**src/rtl/riscv_sim_monitor_pkg.sv**
```systemverilog
`default_nettype none
// ============================================================================
// Module   : riscv_sim_monitor_pkg
// Brief    : Shared types and constants for the riscv simulation monitor:
//            run-control FSM encoding and the CSR status word meaning "pass".
// Revision : 1.0 - initial release
// ============================================================================
package riscv_sim_monitor_pkg;

    // Run-control states; encodings are shared with host-side tooling
    typedef enum logic [1:0] {
        S_RST  = 2'd0,
        S_RUN  = 2'd1,
        S_DONE = 2'd2
    } mon_state_t;

    // A core reports success by writing exactly this value to its status CSR
    localparam int unsigned c_STATUS_PASS = 1;

    // Width of the core-index fields (fail_core, stat_sel)
    localparam int unsigned c_CORE_IDX_W = 3;

endpackage
`default_nettype wire

```
**src/rtl/riscv_sim_core_tracker.sv**
```systemverilog
`default_nettype none
// ============================================================================
// Module   : riscv_sim_core_tracker
// Brief    : Per-core bookkeeping: retired-instruction counter, first nonzero
//            CSR status latch and finished flag. Also exposes the values the
//            latch/flag will hold after this edge so the parent can form its
//            verdict on the same edge the last core finishes.
// Revision : 1.0 - initial release
// ============================================================================
module riscv_sim_core_tracker
    import riscv_sim_monitor_pkg::*;
#(
    parameter int P_CNT_SZ    = 32,
    parameter int P_STATUS_SZ = 32
) (
    input  logic                   clk,
    input  logic                   reset_n,
    input  logic                   i_run,
    input  logic                   i_commit,
    input  logic [P_STATUS_SZ-1:0] i_status,
    output logic [P_CNT_SZ-1:0]    o_inst_count,
    output logic [P_STATUS_SZ-1:0] o_status,
    output logic                   o_finished,
    output logic [P_STATUS_SZ-1:0] o_status_next,
    output logic                   o_finished_next
);

    logic [P_CNT_SZ-1:0]    r_inst_count;
    logic [P_STATUS_SZ-1:0] r_status;
    logic                   r_finished;
    logic                   w_active;
    logic                   w_seen;

    // Only a running, not-yet-finished core is tracked
    assign w_active = i_run & ~r_finished;
    assign w_seen   = w_active & (i_status != '0);

    // Count commits (including one coincident with the status write) and latch the first nonzero status
    always_ff @(posedge clk) begin
        if (!reset_n) begin
            r_inst_count <= '0;
            r_status     <= '0;
            r_finished   <= 1'b0;
        end else begin
            if (w_active && i_commit && (r_inst_count != '1)) begin
                r_inst_count <= r_inst_count + P_CNT_SZ'(1);
            end
            if (w_seen) begin
                r_status   <= i_status;
                r_finished <= 1'b1;
            end
        end
    end

    assign o_inst_count    = r_inst_count;
    assign o_status        = r_status;
    assign o_finished      = r_finished;
    assign o_status_next   = w_seen ? i_status : r_status;
    assign o_finished_next = r_finished | w_seen;

endmodule
`default_nettype wire

```
**src/rtl/riscv_sim_monitor.sv**
```systemverilog
`default_nettype none
// ============================================================================
// Module   : riscv_sim_monitor
// Brief    : Run-control and statistics monitor for 1..8 riscv cores. Staged
//            downstream reset release, RUN-cycle counting, per-core tracking,
//            pass/fail/timeout verdict and a host stats readout mux.
// Revision : 1.0 - initial release
// ============================================================================
module riscv_sim_monitor
    import riscv_sim_monitor_pkg::*;
#(
    parameter int P_NUM_CORES  = 1,
    parameter int P_CNT_SZ     = 32,
    parameter int P_STATUS_SZ  = 32,
    parameter int P_RST_STAGES = 2
) (
    input  logic                               clk,
    input  logic                               reset_n,
    input  logic [P_CNT_SZ-1:0]                max_cycles,
    input  logic [P_NUM_CORES*P_STATUS_SZ-1:0] core_status,
    input  logic [P_NUM_CORES-1:0]             inst_commit,
    output logic [P_RST_STAGES-1:0]            rst_out,
    output logic                               running,
    output logic                               done,
    output logic                               pass,
    output logic                               fail,
    output logic                               timeout,
    output logic [c_CORE_IDX_W-1:0]            fail_core,
    output logic [P_STATUS_SZ-1:0]             fail_status,
    input  logic [c_CORE_IDX_W-1:0]            stat_sel,
    output logic [P_CNT_SZ-1:0]                stat_cycles,
    output logic [P_CNT_SZ-1:0]                stat_inst,
    output logic [P_STATUS_SZ-1:0]             stat_status
);

    localparam logic [P_STATUS_SZ-1:0] c_PASS_WORD = P_STATUS_SZ'(c_STATUS_PASS);

    mon_state_t                  r_state;
    mon_state_t                  w_state_next;
    logic [P_RST_STAGES-1:0]     r_rst_chain;
    logic [P_CNT_SZ-1:0]         r_cycles;
    logic                        r_done;
    logic                        r_pass;
    logic                        r_fail;
    logic                        r_timeout;
    logic [c_CORE_IDX_W-1:0]     r_fail_core;
    logic [P_STATUS_SZ-1:0]      r_fail_status;

    logic                        w_run;
    logic                        w_all_fin_next;
    logic                        w_timeout_hit;
    logic                        w_go_done;
    logic                        w_fail;
    logic                        w_all_pass;
    logic [c_CORE_IDX_W-1:0]     w_fail_core;
    logic [P_STATUS_SZ-1:0]      w_fail_status;

    logic [P_CNT_SZ-1:0]         w_inst   [P_NUM_CORES];
    logic [P_STATUS_SZ-1:0]      w_status [P_NUM_CORES];
    logic [P_STATUS_SZ-1:0]      w_status_next [P_NUM_CORES];
    logic [P_NUM_CORES-1:0]      w_fin;
    logic [P_NUM_CORES-1:0]      w_fin_next;

    assign w_run = (r_state == S_RUN);

    // Staged reset release: memory stage first, each later stage one cycle behind
    always_ff @(posedge clk) begin
        if (!reset_n) begin
            r_rst_chain <= '1;
        end else begin
            r_rst_chain <= {r_rst_chain[P_RST_STAGES-2:0], 1'b0};
        end
    end

    // One tracker per monitored core
    for (genvar gi = 0; gi < P_NUM_CORES; gi++) begin : g_core
        riscv_sim_core_tracker #(
            .P_CNT_SZ    (P_CNT_SZ),
            .P_STATUS_SZ (P_STATUS_SZ)
        ) u_tracker (
            .clk             (clk),
            .reset_n         (reset_n),
            .i_run           (w_run),
            .i_commit        (inst_commit[gi]),
            .i_status        (core_status[gi*P_STATUS_SZ +: P_STATUS_SZ]),
            .o_inst_count    (w_inst[gi]),
            .o_status        (w_status[gi]),
            .o_finished      (w_fin[gi]),
            .o_status_next   (w_status_next[gi]),
            .o_finished_next (w_fin_next[gi])
        );
    end

    // Completion is judged on post-edge values so done follows the last status by one cycle;
    // completion in the same cycle as the limit suppresses the timeout
    assign w_all_fin_next = &w_fin_next;
    assign w_timeout_hit  = w_run && (max_cycles != '0) && (r_cycles == max_cycles) && !w_all_fin_next;
    assign w_go_done      = w_run && (w_all_fin_next || w_timeout_hit);

    // State register
    always_ff @(posedge clk) begin
        if (!reset_n) begin
            r_state <= S_RST;
        end else begin
            r_state <= w_state_next;
        end
    end

    // Next-state logic; DONE is left only through reset
    always_comb begin
        w_state_next = r_state;
        case (r_state)
            S_RST:   if (!r_rst_chain[P_RST_STAGES-1]) w_state_next = S_RUN;
            S_RUN:   if (w_go_done) w_state_next = S_DONE;
            S_DONE:  w_state_next = S_DONE;
            default: w_state_next = S_RST;
        endcase
    end

    // RUN-cycle counter; the cycle that trips the timeout is not counted so the count equals the limit
    always_ff @(posedge clk) begin
        if (!reset_n) begin
            r_cycles <= '0;
        end else if (w_run && !w_timeout_hit && (r_cycles != '1)) begin
            r_cycles <= r_cycles + P_CNT_SZ'(1);
        end
    end

    // Verdict reduction over post-edge statuses; descending scan leaves the lowest failing index
    always_comb begin
        w_fail        = 1'b0;
        w_all_pass    = 1'b1;
        w_fail_core   = '0;
        w_fail_status = '0;
        for (int i = P_NUM_CORES - 1; i >= 0; i--) begin
            if (w_status_next[i] > c_PASS_WORD) begin
                w_fail        = 1'b1;
                w_fail_core   = c_CORE_IDX_W'(i);
                w_fail_status = w_status_next[i];
            end
            if (w_status_next[i] != c_PASS_WORD) begin
                w_all_pass = 1'b0;
            end
        end
    end

    // Verdict registers, captured once on the RUN->DONE edge and held until reset
    always_ff @(posedge clk) begin
        if (!reset_n) begin
            r_done        <= 1'b0;
            r_pass        <= 1'b0;
            r_fail        <= 1'b0;
            r_timeout     <= 1'b0;
            r_fail_core   <= '0;
            r_fail_status <= '0;
        end else if (w_go_done) begin
            r_done        <= 1'b1;
            r_pass        <= ~w_fail & ~w_timeout_hit & w_all_pass;
            r_fail        <= w_fail;
            r_timeout     <= w_timeout_hit;
            r_fail_core   <= w_fail_core;
            r_fail_status <= w_fail_status;
        end
    end

    // Host readout mux; indices beyond the core count read as zero
    always_comb begin
        stat_inst   = '0;
        stat_status = '0;
        for (int i = 0; i < P_NUM_CORES; i++) begin
            if (stat_sel == c_CORE_IDX_W'(i)) begin
                stat_inst   = w_inst[i];
                stat_status = w_status[i];
            end
        end
    end

    assign rst_out     = r_rst_chain;
    assign running     = w_run;
    assign done        = r_done;
    assign pass        = r_pass;
    assign fail        = r_fail;
    assign timeout     = r_timeout;
    assign fail_core   = r_fail_core;
    assign fail_status = r_fail_status;
    assign stat_cycles = r_cycles;

endmodule
`default_nettype wire

```
**config.mk**
```make
export PLATFORM = sky130hd
export DESIGN_NAME = riscv_sim_monitor
export DESIGN_NICKNAME = d
export VERILOG_FILES = /design/src/rtl/riscv_sim_monitor_pkg.sv /design/src/rtl/riscv_sim_core_tracker.sv /design/src/rtl/riscv_sim_monitor.sv
export SDC_FILE = /design/constraint.sdc
export NUM_CORES = 1
export LEC_CHECK = 0
export BUFFER_PORTS_ARGS = -buffer_cell sky130_fd_sc_hd__clkbuf_2
export CAP_MARGIN = 10
export CORE_MARGIN = 2
export CORE_UTILIZATION = 47
export DETAILED_ROUTE_END_ITERATION = 8
export GPL_TIMING_DRIVEN = 0
export PLACE_DENSITY_LB_ADDON = 0.15
export RECOVER_POWER = 25
export SYNTH_ARGS = -nofsm -noshare
export SYNTH_HDL_FRONTEND = slang
export SYNTH_SLANG_ARGS = --single-unit
export TNS_END_PERCENT = 5
```
**constraint.sdc**
```tcl
create_clock -name clk -period 2 [get_ports clk]
set_input_delay 0.2 -clock clk [delete_from_list [all_inputs] [get_ports clk]]
set_output_delay 0.2 -clock clk [all_outputs]
set_load 0.005 [all_outputs]
```
=== Yosys cells after proc, flatten, opt, wreduce, memory -nomap -nowiden ===
Index checks and enable logic that the tools add are counted.

* Add/subtract/negate cells: 2
* Bitwise operators: 8
* Mux-type cells: 10
* Equality and inequality tests: 8
* Reduce and logical (&&, ||, !) cells: 16
* Order comparisons: 1

{| class="wikitable"
|+ Operators with widths
! operator !! count
|-
| $mux W32 || 4
|-
| $add A32 B1 Y32 const B || 2
|-
| $ne A32 B32 Y1 const B || 2
|-
| $reduce_bool A32 Y1 || 2
|-
| $eq A32 B32 Y1 || 1
|-
| $gt A32 B1 Y1 const B || 1
|-
| $ne A32 B1 Y1 const B || 1
|-
| $logic_and A1 B1 Y1 || 8
|-
| $pmux W2 S3 || 1
|-
| $and A1 B1 Y1 || 4
|-
| $mux W2 || 2
|-
| $ne A2 B2 Y1 const B || 2
|-
| $logic_not A3 Y1 || 1
|-
| $mux W1 || 3
|-
| $not A1 Y1 || 3
|-
| $eq A2 B1 Y1 const B || 1
|-
| $eq A2 B2 Y1 const B || 1
|-
| $logic_not A1 Y1 || 2
|-
| $logic_not A2 Y1 || 1
|-
| $reduce_and A2 Y1 || 1
|-
| $logic_or A1 B1 Y1 || 1
|-
| $or A1 B1 Y1 || 1
|}

* Bits in registers: 137
* Output and inout port bits: 138
* Bits of input ports: 70
* Logic and storage cells: 57

=== Depth between registers and ports, before layout ===
* Depth in word-level cells: 10
* Depth in mapped cells: 10
* Gate-level depth less buffers: 9

=== Hierarchy ===
From an unflattened synthesis, not the netlist that was laid out.

* Cell total of the unflattened synthesis: 850
* Area total of the unflattened synthesis: 7385.8 um2

{| class="wikitable"
|+ By module, submodules not included
! module !! cells an instance !! sequential area each (um2) !! instances !! area an instance (um2)
|-
| riscv_sim_monitor || 533 || 1441.4 || 1 || 4285.4
|-
| riscv_sim_core_tracker || 317 || 1301.2 || 1 || 3100.5
|}

=== Worst setup path after synthesis ===
No wires, ideal clock.

* Kind: reg2reg
* Start point: register r_state[1]
* End point: register g_core[0].u_tracker.r_inst_count[15]
* Path buffers: 1
* Period minus slack after synthesis: 2143 ps
* Required time: 1872 ps
* Cell stages (with the launch flop): 11
* Slack: -143 ps
* Setup time: 128 ps
* Arrival time: 2016 ps
* Cell sequence: dfxtp_1 -> inv_1 -> ha_1 -> nor2b_1 -> and2_1 -> nand4_1 -> a31oi_1 -> clkbuf_1 -> nand4_1 -> xor2_1 -> nor2_1

* Word-level cells in the longest chain between the ends: 4

{| class="wikitable"
|+ Ends and longest elaborated chain
! item !! line !! RTL
|-
| start, declared || riscv_sim_monitor.sv:38 || <nowiki>mon_state_t r_state;</nowiki>
|-
| start signal, assigned || riscv_sim_monitor.sv:105 || <nowiki>r_state <= w_state_next;</nowiki>
|-
| $eq A2 B1 Y1 || riscv_sim_monitor.sv:64 || <nowiki>assign w_run = (r_state == S_RUN);</nowiki>
|-
| net running || riscv_sim_monitor.sv:23 || <nowiki>output logic running,</nowiki>
|-
| $and A1 B1 Y1 || riscv_sim_core_tracker.sv:35 || <nowiki>assign w_active = i_run & ~r_finished;</nowiki>
|-
| $logic_and A1 B1 Y1 (2 in series) || riscv_sim_core_tracker.sv:45 || <nowiki>if (w_active && i_commit && (r_inst_count != '1)) begin</nowiki>
|-
| end signal, assigned || riscv_sim_core_tracker.sv:46 || <nowiki>r_inst_count <= r_inst_count + P_CNT_SZ'(1);</nowiki>
|-
| end, declared || riscv_sim_core_tracker.sv:28 || <nowiki>logic [P_CNT_SZ-1:0] r_inst_count;</nowiki>
|}

The timed path passes the listed nets, and every way through them passes these cells.
A chain may end at the register's enable or synchronous reset.

=== Final worst setup path ===
* Start point: register r_cycles[2], in the netlist stat_cycles[2]
* End point: register r_fail_status[7], in the netlist fail_status[7]

* Word-level cells in the longest chain between the ends: 5

{| class="wikitable"
|+ Ends and longest elaborated chain
! item !! line !! RTL
|-
| start, declared || riscv_sim_monitor.sv:41 || <nowiki>logic [P_CNT_SZ-1:0] r_cycles;</nowiki>
|-
| start signal, assigned || riscv_sim_monitor.sv:125 || <nowiki>r_cycles <= r_cycles + P_CNT_SZ'(1);</nowiki>
|-
| $eq A32 B32 Y1 || riscv_sim_monitor.sv:97 || <nowiki>assign w_timeout_hit = w_run && (max_cycles != '0) && (r_cycles == max_cycles) && !w_all_fin_next;</nowiki>
|-
| $logic_and A1 B1 Y1 (2 in series) || riscv_sim_monitor.sv:97 ||
|-
| $logic_or A1 B1 Y1 || riscv_sim_monitor.sv:98 || <nowiki>assign w_go_done = w_run && (w_all_fin_next || w_timeout_hit);</nowiki>
|-
| $logic_and A1 B1 Y1 || riscv_sim_monitor.sv:98 ||
|-
| end signal, assigned || riscv_sim_monitor.sv:162 || <nowiki>r_fail_status <= w_fail_status;</nowiki>
|-
| end, declared || riscv_sim_monitor.sv:47 || <nowiki>logic [P_STATUS_SZ-1:0] r_fail_status;</nowiki>
|}

Every way passes these cells.

==> run summary <==
Outcome: finished, violations left
Failing checks: setup timing
Measured slew at the worst slew-check pin: 867.5 ps
Setup crit end kind: register
Number of global-route vias before repair: 6187
Worst hold slack: 59.84 ps
Cell count after synthesis: 777
Clock-pin slew of the registers on the worst-case setup and hold paths: 60 ps
EDFF count, synth: 0
Comb pwr share: 0.276
DP HPWL: 15170 um
Vias per cell: 5.595
Hold Buf Count CTS: 0
Max transition margin: 0.4185
Worst path required time: 2280 ps
Area of the multi-input gates: 4084 um2
Vias post-DR: 6859
Net Sw Power: 2871 uW
Final setup fails: 85
Max Root-Sink Buffers: 2
Io pins: 208
Total power: 8880 uW
Grt total ovfl: 0
Commonest cells in the synthesized netlist: dfxtp_1 (137), nor2_1 (75), and2_1 (68)
Worst setup path class: register to register
Root buffer selected by CTS: clkbuf_16
Worst-path fanout max: 8
Clk_lat worst skew: 430 ps
Worst min path class: primary input to register
Clk pwr share: 0.352
Die Height: 123.6 um
Switching share of total power: 0.3233
Startpoint types: register
Core area: 13930 um2
Worst-case clock skew: 9.406 ps
CTS tree: built
Peak VDD IR: 0.0007137 V
Ys flop type: dfxtp_1
DR DRC count: 0
Post-DP Area: 7983 um2
Synth area leaders: dfxtp_1 (41%), and2_1 (6.3%), mux2i_1 (6.0%), xor2_1 (5.7%), nand3_1 (4.2%)
Arrival time at the worst endpoint: 2500 ps
Period utilization: 1.111
Drt wl/cell: 17.32 um
Seq/Total Area, Yosys: 0.4078
Ys async rst share: 0
Largest net degree at the start of global routing: 17
Global-route usage over all layers: 0.2690
Initial antenna violation count: 0
Num CTS Buffers: 17
Drt first pass iters: 5
Final worst path period need: 2222 ps
Total wire length after detailed routing: 21230 um
Max Cap Violations: 0
Routing usage on met2: 0.4351
Layout fillers: 1197
Synth Cell Area: 6725 um2
Post-route setup slack: -221.9 ps
Horiz. Die Dim: 123.6 um
Layout cells sized above 1: 0.3470
Hold Crit Depth: 3
GR Layer Usage met1: 0.3561
Synth cell types: 50
P_int: 6009 uW
# clock sinks: 137
Final std cell area, no fill: 9390 um2
Fmax: 0.4501 GHz
Final Hold Viols: 0
Cell Pwr Density: 945.6 nW/um2
Share of the synthesized area in the top cell type: 0.4078
Count leader, synth: dfxtp_1
Layer with the highest usage: met2
Die area: 15280 um2
H-tree Lvls: 4
#FFs+latches synth: 137
Synth area leader: dfxtp_1
Antenna-violating nets left: 0
Row count: 43
Final nets: 1109
Unrepaired setup endpoints after global routing: true
ANT cells: 0
GRT met3 Usage: 0.06136
Synthesis Warnings: 0
Max-slew violation count: 0
Sequential Area: 2791 um2
Initial Utilization: 0.4826
First-pass GRT wire length: 31520 um
RD Place Congestion: 0.8719
Reg2reg path depth: 10
Port bufs: 203
DR iter-0 viols: 433
P_leak: 0.004132 uW
Worst R2R Setup Slack: -220 ps
Avg Inst Size Synth: 8.655 um2
Area growth syn-to-layout: 39.63%
Reg power frac: 0.372
[per-layer routing]
metal | part of all wire | wire length [um]
met5 | 0 | 0
met4 | 0.013 | 283
met3 | 0.066 | 1411
met2 | 0.48 | 10100
met1 | 0.44 | 9439
[cell type report]
type | count | area share
buffer | 49 | 0.03544
clock buffer | 18 | 0.04677
clock inverter | 13 | 0.01572
inverter | 10 | 0.003997
multi-input combinational | 582 | 0.4349
sequential | 137 | 0.2973
tap | 180 | 0.02398
timing repair buffer | 237 | 0.1419
[path summary, 6_finish.rpt]
check	startpoint	end
worst max-delay path	stat_cycles[2]	fail_status[7]
worst min-delay path	core_status[20]	g_core[0].u_tracker.o_status[20]
worst max register to register	stat_cycles[2]	fail_status[7]
worst min register to register	done	done
[power by group through the flow]
stage / registers, uW / clock network, uW / logic [uW]
after floorplan: 3270 / 0 / 1200
after detailed placement: 3330 / 0 / 1840
after global placement: 3330 / 0 / 1820
after global routing: 3330 / 3280 / 2630
final: 3300 / 3120 / 2450
after CTS: 3290 / 3150 / 2170
[sequential cells by signal, indices dropped and copies added, names as in the netlist]
signal and count:
fail 1, timeout 1, done 1, g_core.u_tracker.o_status 32, fail_status 32, stat_cycles 32, g_core.u_tracker.o_finished 1, g_core.u_tracker.o_inst_count 32
rst_out 2, r_state 2, pass 1
[logic make-up after synthesis]
family,after synthesis,share of synthesized area
AOI/OAI and AO/OA,89,0.08930
xor gates and xnor gates,66,0.08595
adders and majority gates,5,0.009302
buffers and inverters,60,0.04149
DFF,137,0.4078
muxes,40,0.05953
other,1,0.0005576
and+or+nand+nor,379,0.3060
[layout by cell type, fill, tap and decap left out, types with 15 or more instances in the layout]
| master | synthesis | layout |
|---|---|---|
| clkbuf_2 | 0 | 188 |
| dfxtp_1 | 137 | 110 |
| nor2_1 | 75 | 73 |
| and2_1 | 68 | 67 |
| nand3_1 | 57 | 43 |
| xor2_1 | 44 | 43 |
| nand2_1 | 42 | 42 |
| mux2i_1 | 40 | 40 |
| clkbuf_1 | 27 | 38 |
| buf_4 | 4 | 29 |
| nor4_1 | 32 | 27 |
| o31ai_1 | 34 | 27 |
| nand4_1 | 22 | 22 |
| xnor2_1 | 22 | 22 |
| dfxtp_2 | 0 | 21 |
| a21oi_1 | 19 | 19 |
| clkbuf_16 | 0 | 19 |
| nand2b_1 | 15 | 15 |
| o21ai_0 | 17 | 15 |
[repair_timing]
item,4_1_cts,5_1_grt
resized for setup,76,67
pin swaps,26,20
setup buffers,13,16
endpoints found under the setup margin,100,146
cloned,2,3
[per-stage QoR]
stage               utilization  worst slack, ps  cells  setup TNS, ps
floorplan                     -           -39.69    779         -156.5
CTS                      0.6404           -189.1   1207          -8247
global route             0.6739           -280.9   1226         -21190
finish                   0.6739           -221.9   1226         -11350
detailed placement       0.5729           -877.5   1162         -68190
global placement         0.5725           -891.8   1162         -95470
[worst max-delay path: stages, from the launching register on]
cell and delay, ps:
dfxtp_4 380, xor2_4 170, nor4_4 330, nand3_2 160, buf_6 160, nor3_4 300
nor2b_4 100, buf_12 160, clkbuf_16 150, nand3_2 60, o31ai_1 80
Power figures use the tool's default switching activity.
